--- config.mk ---
export PLATFORM = sky130hd
export DESIGN_NAME = instr_fetch_unit
export DESIGN_NICKNAME = d
export VERILOG_FILES = /design/src/rtl/fetch_pkg.sv /design/src/rtl/fetch_wait_timer.sv /design/src/rtl/instr_fetch_unit.sv
export SDC_FILE = /design/constraint.sdc
export NUM_CORES = 1
export LEC_CHECK = 0
export ABC_AREA = 0
export BUFFER_PORTS_ARGS = -buffer_cell sky130_fd_sc_hd__buf_2
export CORE_MARGIN = 8
export CORE_UTILIZATION = 50
export DETAILED_ROUTE_END_ITERATION = 8
export PLACE_DENSITY = 0.79
export SLEW_MARGIN = 20
export SYNTH_ARGS = -nofsm -noshare
export SYNTH_HDL_FRONTEND = slang
export SYNTH_SLANG_ARGS = --single-unit
--- constraint.sdc ---
create_clock -name CLK -period 6.5 [get_ports CLK]
set_input_delay 0.65 -clock CLK [delete_from_list [all_inputs] [get_ports CLK]]
set_output_delay 0.65 -clock CLK [all_outputs]
set_load 0.02 [all_outputs]
--- src/rtl/fetch_pkg.sv ---
// Shared fetch/branch types: FSM states, instruction size, address and word types.
package fetch_pkg;
  typedef enum logic {S_WAIT, S_HOLD} fetch_state_e;
  localparam int INSTR_BYTES = 4;
  typedef logic [63:0] addr_t;
  typedef logic [31:0] instr_t;
endpackage

--- src/rtl/fetch_wait_timer.sv ---
// Memory-latency timer: counts while enabled, done on the last wait cycle.
module fetch_wait_timer #(
  parameter int WAIT_CYCLES = 2
) (
  input  logic clk_i,
  input  logic rst_i,
  input  logic clr_i,
  input  logic en_i,
  output logic done_o
);
  logic [3:0] cnt_q;

  assign done_o = (cnt_q == 4'(WAIT_CYCLES - 1));

  always_ff @(posedge clk_i) begin
    if (rst_i || clr_i) cnt_q <= '0;
    else if (en_i)      cnt_q <= cnt_q + 4'd1;
  end
endmodule

--- src/rtl/instr_fetch_unit.sv ---
// Fetch stage: PC register, fixed-latency instruction capture, decode handshake, redirects.
module instr_fetch_unit
  import fetch_pkg::*;
#(
  parameter logic [63:0] RESET_PC    = 64'h0,
  parameter int          WAIT_CYCLES = 2,
  parameter int          CNT_W       = 32
) (
  input  logic              CLK,
  input  logic              Reset,
  output logic [63:0]       InstrAddr,
  input  logic [31:0]       InstrData,
  output logic [31:0]       Instr,
  output logic [63:0]       InstrPC,
  output logic              InstrValid,
  input  logic              InstrReady,
  input  logic              Redirect,
  input  logic [63:0]       RedirectPC,
  output logic [CNT_W-1:0]  FetchCount
);
  fetch_state_e     state_q, state_d;
  addr_t            pc_q, pc_d, ipc_q, ipc_d;
  instr_t           instr_q, instr_d;
  logic             valid_q, valid_d;
  logic [CNT_W-1:0] cnt_q, cnt_d;
  logic             hs, wait_done, capture;

  assign hs      = valid_q & InstrReady;
  assign capture = (state_q == S_WAIT) & wait_done;

  // Timer restarts whenever the address changes or the capture completes.
  fetch_wait_timer #(.WAIT_CYCLES(WAIT_CYCLES)) u_timer (
    .clk_i  (CLK),
    .rst_i  (Reset),
    .clr_i  (Redirect | hs | capture),
    .en_i   (state_q == S_WAIT),
    .done_o (wait_done)
  );

  always_comb begin
    state_d = state_q;
    pc_d    = pc_q;
    ipc_d   = ipc_q;
    instr_d = instr_q;
    valid_d = valid_q;
    cnt_d   = cnt_q;
    case (state_q)
      S_WAIT: if (wait_done) begin
        instr_d = InstrData;
        ipc_d   = pc_q;
        valid_d = 1'b1;
        state_d = S_HOLD;
      end
      S_HOLD: if (hs) begin
        pc_d    = pc_q + addr_t'(INSTR_BYTES);
        valid_d = 1'b0;
        state_d = S_WAIT;
      end
      default: state_d = S_WAIT;
    endcase
    if (hs) cnt_d = cnt_q + CNT_W'(1);
    // Handshake still counts, but the redirect owns the PC and kills any capture.
    if (Redirect) begin
      pc_d    = {RedirectPC[63:2], 2'b00};
      ipc_d   = ipc_q;
      instr_d = instr_q;
      valid_d = 1'b0;
      state_d = S_WAIT;
    end
  end

  always_ff @(posedge CLK) begin
    if (Reset) begin
      state_q <= S_WAIT;
      pc_q    <= RESET_PC;
      ipc_q   <= '0;
      instr_q <= '0;
      valid_q <= 1'b0;
      cnt_q   <= '0;
    end else begin
      state_q <= state_d;
      pc_q    <= pc_d;
      ipc_q   <= ipc_d;
      instr_q <= instr_d;
      valid_q <= valid_d;
      cnt_q   <= cnt_d;
    end
  end

  assign InstrAddr  = pc_q;
  assign Instr      = instr_q;
  assign InstrPC    = ipc_q;
  assign InstrValid = valid_q;
  assign FetchCount = cnt_q;
endmodule

==> metrics.md, run 1 <==
| Metric | Value |
|---|---|
| Most frequent cells after synthesis | `nand2_1, dfxtp_1, a21oi_1` |
| Share of the yosys chip area belonging to registers | `roughly 44%` |
| Initial antenna violation count | `2` |
| Worst path cell trace | `ha_1 > nand4_1 > nor3_1 > nand4_1 > or4_1 > a311oi_1` |
| Slew Limit Fails | `0` |
| Core Region | `~0.017 mm²` |
| Final Worst Setup Slack | `about 3.2 ns` |
| CTS Buf Count | `17` |
| Synthesized area per cell | `approximately 8 µm²` |
| Tcrit/Tclk final | `between 50% and 60%` |
| First-pass GRT wire length | `approximately 42000 µm` |
| Critical path class | `reg -> reg` |
| Pre-Repair DR Iteration Count | `5` |
| Io pins | `between 200 and 300` |
| Setup Buffers After CTS | `0` |
| Hold Crit Depth | `3` |
| Slew HR | `~30%` |
| Initial Util | `51.18%` |
| Die height | `about 150 µm` |
| Pre-CTS setup slack | `3.273 ns` |
| # rows | `48` |
| Synth Area in Adders | `less than 1%` |
| NumNets Final | `1444` |
| Cells after DPL | `~1500` |
| Largest family of logic cells by synthesized area | `simple AND/OR/NAND/NOR gates` |
| R2R cell count | `6` |
| Post-route antenna net violation count | `0` |
| Fin. Hold Viols | `0` |
| Vias per cell | `5.609` |
| Synth Area in Compound Gates | `a little over an eighth` |
| Outcome | `complete, no violations` |
| Grt ovf | `0` |
| Mapped Cells | `approximately 1100` |
| Finished Core Util | `63.04%` |
| Syn. warnings | `0` |
| Routed WL | `about 27000 µm` |
| Leak Pwr | `between 4 and 5 nW` |
| Fin Hold WS | `approximately 0.45 ns` |
| Residual DRC count | `0` |
| Element type at the critical path start | `register` |
| Critical path data arrival time | `~3.6 ns` |
| Area Overhead vs Synth | `23.19%` |
| Worst r2r src | `InstrAddr[2]` |
| GPL Wtd Cong | `0.8692` |
| Mux cell area share after synthesis | `less than 1%` |
| EDFF count, synth | `0` |
| RSZ-0062 raised after global routing | `no` |
| Vias in the first global route | `7989` |
| Non-Filler Instances | `between 1500 and 2000` |
| Yosys top cell area share | `43.72%` |
| Slowest stage cell, crit path | `nor3_1` |
| Layout cell share with drive strength beyond 1 | `around a quarter` |
| Die Width | `149.3 µm` |
| Root Buffer | `clkbuf_16` |
| XOR/XNOR share of the synthesized area | `approximately 5.6%` |
| Area occupied by multi-input gates | `approximately 0.0046 mm²` |
| Port-buffer cells | `roughly 290` |
| Critical path launch point | `InstrAddr[2]` |
| Max Cap Viol | `0` |
| Synth async-reset ratio | `0%` |
| Synth unique cells | `57` |
| Worst-path maximum fanout | `9` |
| Finish-stage setup viols | `0` |
| Skew-Pair Late Insertion Delay | `0.43 ns` |
| Critical Path Stages | `6` |
| Seq cells post-synth | `a little under 200` |
| Filler cell count | `1585` |
| Sequential cell area | `around 0.0039 mm²` |
| All-Layer GR Usage | `23.33%` |
| Achievable frequency | `304.1 MHz` |
| Worst EP required | `slightly below 7 ns` |
| Most frequent cell after synthesis | `nand2_1` |
| Post-synthesis simple-gate area fraction | `~30%` |
| Crit path buf inv count | `0` |
| Pin count of the biggest net entering global routing | `about 120` |
| Worst VDD drop | `176.4 µV` |
| Hold path start | `RedirectPC[5]` |
| Clk pin slew, worst setup/hold paths | `approximately 0.070 ns` |
| Ys flop type | `dfxtp_1` |
| First-iteration detailed-routing DRC count | `approximately 730` |
| CP peak stage delay | `0.71 ns` |
| Worst Hold Class | `in -> reg` |
| Finished Cell Area | `roughly 0.011 mm²` |
| Routed len/inst | `about 17 µm` |
| Overall power | `2.753 mW` |
| CP Capture Type | `register` |
| HPWL after DPL | `between 15000 and 20000 µm` |
| Cell Area, Placed | `between 0.01 and 0.015 mm²` |
| Cell family with the largest share of critical-path delay | `simple AND/OR/NAND/NOR gates` |
| CTS tree | `built` |
| CTS Hold Buffers Added | `0` |
| Total die area | `0.02229 mm²` |
| Post-cts resize count | `0` |
| Skew final | `around 0.011 ns` |
| TritonCTS Sinks | `~190` |
| DR vias | `around 9000` |
| Most frequent cell on the critical path | `nand4_1` |
| Max Buffers Root-to-Sink | `2` |
| Pwr Density | `251.6 mW/mm²` |
| Slew @ Worst Pin | `approximately 1.1 ns` |
| Synth area leader | `dfxtp_1` |
| Post-Syn Area | `between 0.008 and 0.009 mm²` |
| Setup TNS after final layout | `0 ns` |
| H-tree depth | `4` |
| Crit path time final | `about 3.3 ns` |
| Synth top area cells | `dfxtp_1, nand2_1, a21oi_1, xnor2_1, nor2_1` |
==> kinds of logic after synthesis <==
logic type / after synthesis
other cells: 1
simple gates: 547
buf+inv: 101
mux: 7
fa+ha+maj: 4
flops: 194
compound gates: 197
xor+xnor: 57
==> where the power goes <==
part	internal, mW	leakage, nW	switching [mW]
Clock	0.717	0.331	0.490
Sequential	1.23	1.58	0.0611
Combinational	0.0924	2.46	0.164
Total	2.04	4.38	0.714
==> registers in the layout (all words and copies together), names as in the netlist <==
name and cells:
InstrPC 62, Instr 32, InstrValid 1, u_timer.cnt_q 4, InstrAddr 62, FetchCount 32
state_q 1
==> path summary, 6_finish.rpt <==
kind / endpoint / slack, ns
setup reg to reg: InstrAddr[56] / 3.21
setup / recovery: InstrAddr[56] / 3.21
hold / removal: InstrAddr[5] / 0.45
hold reg to reg: InstrPC[51] / 0.45
==> layer usage <==
metal | wire length (µm) | part of all wire, % | track usage (%)
met1 | 11210 | 41 | 29.69
met2 | 13090 | 48 | 37.47
met3 | 2306 | 8.5 | 5.552
met4 | 605 | 2.2 | 9.187
met5 | 0 | 0 | 0
==> cell usage in the layout (no fill, tap or decap), types with 10 or more instances in the layout <==
cell type    n
a211oi_1    32
buf_2      285
nand3_1     39
nor3_1      20
and4_1      19
or4_1       16
nand4_1     31
xnor2_1     47
nor4_1      19
nand2_1    228
o21ai_0     16
a311oi_1    14
clkbuf_16   17
dfxtp_1    194
xor2_1      10
inv_1       21
a21oi_1    114
nor2_1      96
or3_1       18
==> worst register-to-register path: cells and delay by family, from the launching register on <==
kind,cells,cell delay [ns]
compound gates,1,0.25
flops,1,0.54
simple gates,4,2.18
fa+ha+maj,1,0.23
==> cell type report <==
type                       instances  share of cell area [%]
antenna                            2                 0.04574
clock buffer                      20                   4.174
clock inverter                    12                   2.001
inverter                          22                  0.7547
multi-input combinational        816                   41.61
sequential                       194                   35.49
tap                              225                   2.573
timing repair buffer             289                   13.34
(Power assumes the default switching activity.)
==> run 2, diff against run 1 <==
==> constraint.sdc (replaced) <==
create_clock -name CLK -period 3.05 [get_ports CLK]
set_input_delay 0.305 -clock CLK [delete_from_list [all_inputs] [get_ports CLK]]
set_output_delay 0.305 -clock CLK [all_outputs]
set_load 0.02 [all_outputs]
==> run 2 against run 1 <==
Compared with the run above: non-clock buffer count grew 18; hold slack worse by 0.34 ns; utilization is 0.24 points higher; first-iteration DRC count is 13% higher; design area increased by 0.38%; combinational power up 130%; fmax is 22% higher; clock power is 73% higher; critical endpoint is now InstrAddr[57]; highest routed layer unchanged.
==> metrics.md, run 2 (synthesized netlist as in run 1, its figures left out) <==
| Metric | Value |
|---|---|
| Element type at the critical path start | `register` |
| DR vias | `a little under 9000` |
| Worst EP required | `around 3.4 ns` |
| Critical path data arrival time | `approximately 3.0 ns` |
| Initial Util | `51.18%` |
| Hold Path Sink | `Instr[20]` |
| Non-Filler Instances | `roughly 1600` |
| Routed WL | `roughly 28000 µm` |
| R2R cell count | `5` |
| Max Buffers Root-to-Sink | `2` |
| CTS tree | `built` |
| Skew final | `between 0.009 and 0.01 ns` |
| CTS Hold Buffers Added | `0` |
| Area Overhead vs Synth | `23.65%` |
| Net Sw Frac | `between 20% and 30%` |
| Cell Area, Placed | `between 0.01 and 0.015 mm²` |
| First-pass GRT wire length | `between 40000 and 50000 µm` |
| Worst R2R Setup Slack | `0.36 ns` |
| All-Layer GR Usage | `24.01%` |
| Critical path class | `reg -> reg` |
| Clock power share | `between 30% and 40%` |
| Setup Buffers After CTS | `0` |
| Int Pwr | `roughly 4 mW` |
| NumNets Final | `between 1000 and 1500` |
| Switching power | `around 1.5 mW` |
| Crit path time final | `between 2 and 3 ns` |
| Post-route antenna net violation count | `0` |
| Finished Cell Area | `0.01098 mm²` |
| Post-cts resize count | `0` |
| Finished Core Util | `63.28%` |
| RSZ-0062 raised after global routing | `no` |
| Grt ovf | `0` |
| Final Worst Setup Slack | `0.3649 ns` |
| Skew-Pair Late Insertion Delay | `around 0.42 ns` |
| Pre-CTS setup slack | `0.4056 ns` |
| Total die area | `roughly 0.022 mm²` |
| Worst-path maximum fanout | `8` |
| Reg2reg end | `InstrAddr[57]` |
| Combinational share of power | `about a tenth` |
| Routed len/inst | `17.34 µm` |
| Worst Hold Class | `in -> reg` |
| Pwr Density | `492.8 mW/mm²` |
| Vias per cell | `roughly 5.6` |
| Outcome | `complete, no violations` |
| Layout cell share with drive strength beyond 1 | `a little over a quarter` |
| TritonCTS Sinks | `about 190` |
| CTS Buf Count | `17` |
| Vias in the first global route | `between 8000 and 9000` |
| Worst path cell trace | `and4_1 > nand4_1 > or4_1 > or4_1 > a311oi_1` |
| Slew @ Worst Pin | `between 0.7 and 0.8 ns` |
| Overall power | `around 5.4 mW` |
| Residual DRC count | `0` |
| Slowest stage cell, crit path | `or4_1` |
| Clk pin slew, worst setup/hold paths | `roughly 0.070 ns` |
| Max Cap Viol | `0` |
| Setup TNS after final layout | `0 ns` |
| GPL Wtd Cong | `~0.9` |
| First-iteration detailed-routing DRC count | `820` |
| Pin count of the biggest net entering global routing | `90` |
| Sequential cell area | `about 0.0039 mm²` |
| H-tree depth | `4` |
| Io pins | `a little under 300` |
| Port-buffer cells | `286` |
| Fin Hold WS | `between 0.1 and 0.15 ns` |
| Commonest non-fill, non-tap cell in the layout | `buf_2` |
| Initial antenna violation count | `2` |
| Hold path start | `InstrData[20]` |
| Tcrit/Tclk final | `~88%` |
| Filler cell count | `1544` |
| CP Capture Type | `register` |
| Die Width | `between 100 and 150 µm` |
| Achievable frequency | `roughly 370 MHz` |
| Fin. Hold Viols | `0` |
| # rows | `48` |
| Sequential fraction of design power | `about half` |
| Pre-Repair DR Iteration Count | `5` |
| Cells after DPL | `~1600` |
| Most frequent cell on the critical path | `or4_1` |
| Die height | `149.3 µm` |
| Finish-stage setup viols | `0` |
| Most frequent cells in the layout | `buf_2, nand2_1, dfxtp_1` |
| Leak Pwr | `around 4.4 nW` |
| Worst VDD drop | `between 300 and 400 µV` |
| Slew Limit Fails | `0` |
| Slew HR | `between 50% and 60%` |
| Hold Crit Depth | `3` |
| Root Buffer | `clkbuf_16` |
| Worst r2r src | `InstrAddr[4]` |
| HPWL after DPL | `approximately 20000 µm` |
| CP peak stage delay | `between 0.7 and 0.8 ns` |
| Area occupied by multi-input gates | `0.004553 mm²` |
| Core Region | `between 0.015 and 0.02 mm²` |
[run 2: cell types whose count changed in the layout (fill, tap and decap cells not counted), sizes merged]
cell / before / now
diode: 2 / 3
bufinv: 5 / 0
clkinv: 2 / 6
clkbuf: 20 / 18
clkinvlp: 0 / 3
buf: 289 / 307
[run 2: area by class of cell]
class,count,share of cell area [%]
tap,225,2.563
sequential,194,35.36
multi-input combinational,816,41.46
antenna,3,0.06835
clock inverter,14,0.9342
timing repair buffer,307,14.87
inverter,22,0.7519
clock buffer,18,3.999
[run 2: power groups by stage]
stage | clock network (mW) | registers [mW] | logic [mW]
floorplan | 0 | 2.87 | 0.262
global placement | 0 | 2.79 | 0.576
detailed placement | 0 | 2.79 | 0.581
CTS | 2.13 | 2.73 | 0.585
global route | 2.24 | 2.75 | 0.631
finish | 2.09 | 2.74 | 0.581
[run 2: critical path: cells and delay by family, from the launching register on]
kind             cells  cell delay, ns
AND/OR/NAND/NOR      4            1.82
AO/OA/AOI/OAI        1            0.29
flip-flops           1            0.49
[run 2: worst max-delay path by stage]
stage                                to  slack [ns]  cells after the start          from
final                     InstrAddr[57]        0.36                      5  InstrAddr[4]
after global routing      InstrAddr[57]        0.19                      5  InstrAddr[4]
after CTS                 InstrAddr[60]        0.38                      5  InstrAddr[5]
after detailed placement  InstrAddr[60]        0.41                      5  InstrAddr[5]
after global placement    InstrAddr[59]        0.47                      5       state_q
after floorplan           InstrAddr[58]        0.39                      7  InstrAddr[2]
[run 2: layer usage]
metal	wire [µm]	part of all wire [%]	track usage, %	vias up
met2	13340	48	39.82	345
li1	-	-	-	4381
met4	525	1.9	7.925	0
met1	11600	42	30.03	4123
met5	0	0	0	-
met3	2267	8.2	5.795	37
==> run 3, diff against run 2 <==
==> constraint.sdc (replaced) <==
create_clock -name CLK -period 3.4 [get_ports CLK]
set_input_delay 0.34 -clock CLK [delete_from_list [all_inputs] [get_ports CLK]]
set_output_delay 0.34 -clock CLK [all_outputs]
set_load 0.02 [all_outputs]
==> run 3 against run 2 <==
Compared with the run above: critical path depth stayed put; setup slack gained 0.25 ns; die area did not move; hold slack better by 0.033 ns; sequential cell count stayed put; non-clock buffer count decreased by 8; clock power up 4%; utilization is essentially flat; combinational power fell by 12%; fmax down 3.6%; register-to-register slack improved by 0.25 ns; critical endpoint is now InstrAddr[58]; largest power group unchanged.
==> metrics.md, run 3 (synthesized netlist as in run 1, its figures left out) <==
| Metric | Value |
|---|---|
| Setup Buffers After CTS | `0` |
| Sequential fraction of design power | `47.8%` |
| Element type at the critical path start | `register` |
| Hold Crit Depth | `3` |
| Net Sw Frac | `between 20% and 30%` |
| CP Capture Type | `register` |
| Pwr Density | `469.6 mW/mm²` |
| CTS Buf Count | `17` |
| Crit path time final | `approximately 2.8 ns` |
| Layout cell share with drive strength beyond 1 | `between 20% and 30%` |
| All-Layer GR Usage | `about a quarter` |
| Slew Limit Fails | `0` |
| CP peak stage delay | `slightly above 0.7 ns` |
| Post-cts resize count | `0` |
| Leak Pwr | `between 4 and 5 nW` |
| Cells after DPL | `around 1600` |
| Skew-Pair Late Insertion Delay | `roughly 0.43 ns` |
| Io pins | `293` |
| Initial antenna violation count | `4` |
| Worst path cell trace | `nand4_1 > or4_4 > or4_1 > or2_0 > a2111oi_1` |
| Routed WL | `approximately 28000 µm` |
| Worst R2R Setup Slack | `roughly 0.61 ns` |
| Critical path data arrival time | `3.10 ns` |
| Skew final | `0.01278 ns` |
| R2R cell count | `5` |
| Worst VDD drop | `roughly 350 µV` |
| Int Pwr | `roughly 3.8 mW` |
| Outcome | `complete, no violations` |
| Commonest non-fill, non-tap cell in the layout | `buf_2` |
| Max Cap Viol | `0` |
| Routed len/inst | `~17 µm` |
| First-iteration detailed-routing DRC count | `between 700 and 800` |
| Die height | `~150 µm` |
| Slowest stage cell, crit path | `or4_1` |
| Pin count of the biggest net entering global routing | `approximately 120` |
| RSZ-0062 raised after global routing | `no` |
| Clk pin slew, worst setup/hold paths | `0.07 ns` |
| Finish-stage setup viols | `0` |
| TritonCTS Sinks | `between 150 and 200` |
| First-pass GRT wire length | `between 40000 and 50000 µm` |
| Worst r2r src | `state_q` |
| Grt ovf | `0` |
| Die Width | `between 100 and 150 µm` |
| Achievable frequency | `between 300 and 400 MHz` |
| Finished Core Util | `between 60% and 70%` |
| Slew HR | `a little under a third` |
| Pre-Repair DR Iteration Count | `5` |
| Filler cell count | `1593` |
| DR vias | `just under 9000` |
| Hold Path Sink | `Instr[13]` |
| Cell Area, Placed | `0.01034 mm²` |
| H-tree depth | `4` |
| Max Buffers Root-to-Sink | `2` |
| Setup TNS after final layout | `0 ns` |
| Critical path class | `reg -> reg` |
| Switching power | `between 1 and 1.5 mW` |
| Port-buffer cells | `around 290` |
| Vias in the first global route | `8272` |
| Clock power share | `a little over two fifths` |
| CTS tree | `built` |
| GPL Wtd Cong | `between 0.8 and 0.9` |
| NumNets Final | `1454` |
| Worst Hold Class | `in -> reg` |
| Residual DRC count | `0` |
| Post-route antenna net violation count | `0` |
| Hold path start | `InstrData[13]` |
| Reg2reg end | `InstrAddr[58]` |
| Fin. Hold Viols | `0` |
| Core Region | `between 0.015 and 0.02 mm²` |
| Root Buffer | `clkbuf_16` |
| Non-Filler Instances | `approximately 1600` |
| Combinational share of power | `9.9%` |
| Vias per cell | `approximately 5.6` |
| Initial Util | `between 50% and 60%` |
| Fin Hold WS | `0.1419 ns` |
| Area Overhead vs Synth | `23.59%` |
| Sequential cell area | `around 0.004 mm²` |
| Finished Cell Area | `between 0.01 and 0.015 mm²` |
| Area occupied by multi-input gates | `roughly 0.0046 mm²` |
| Slew @ Worst Pin | `roughly 1.0 ns` |
| Total die area | `roughly 0.022 mm²` |
| Worst-path maximum fanout | `10` |
| Worst EP required | `3.71 ns` |
| CTS Hold Buffers Added | `0` |
| Tcrit/Tclk final | `81.94%` |
| # rows | `48` |
| Most frequent cells in the layout | `buf_2, nand2_1, dfxtp_1` |
| HPWL after DPL | `~20000 µm` |
[run 3: critical path: cells and delay by family (launching register included)]
kind | cells | cell delay [ns]
AOI/OAI and AO/OA | 1 | 0.33
DFF | 1 | 0.50
and+or+nand+nor | 4 | 1.84
[run 3: how the worst max path moves through the flow]
| stage | startpoint | to | slack (ns) |
|---|---|---|---|
| 5_1_grt | state_q | InstrAddr[43] | 0.45 |
| 6_report | state_q | InstrAddr[58] | 0.61 |
| 3_3_place_gp | state_q | InstrAddr[60] | 0.71 |
| 3_5_place_dp | state_q | InstrAddr[58] | 0.64 |
| 2_1_floorplan | InstrAddr[2] | InstrAddr[58] | 0.74 |
| 4_1_cts | state_q | InstrAddr[58] | 0.61 |
[run 3: metrics by stage]
stage / worst slack, ns / total power, mW
floorplan: 0.7436 / 2.808
global placement: 0.7101 / 3.008
finish: 0.6141 / 5.155
detailed placement: 0.6441 / 3.018
CTS: 0.6109 / 5.183
global route: 0.4465 / 5.335
[run 3: power groups by stage]
stage / registers [mW] / logic, mW / clock network [mW]
after floorplan: 2.57 / 0.235 / 0
after global placement: 2.50 / 0.504 / 0
after detailed placement: 2.51 / 0.508 / 0
after CTS: 2.46 / 0.511 / 2.21
after global routing: 2.47 / 0.553 / 2.31
final: 2.46 / 0.509 / 2.18
[run 3: metal layers]
layer / part of all wire, % / vias to the layer above / GRT usage [%]
met5: 0.065 / - / 0
met1: 42 / 4100 / 30.16
met3: 7.5 / 47 / 5.006
li1: - / 4384 / -
met4: 2.4 / 4 / 8.935
met2: 48 / 348 / 39.10
[run 3: layout make-up]
class,count,share of cell area [%]
diodes,2,0.04559
clock buffers,18,4.000
well taps,225,2.564
clock inverters,14,1.801
flip-flops and latches,194,35.38
inverters,22,0.7522
repair buffers,299,13.98
multi-input cells,816,41.47
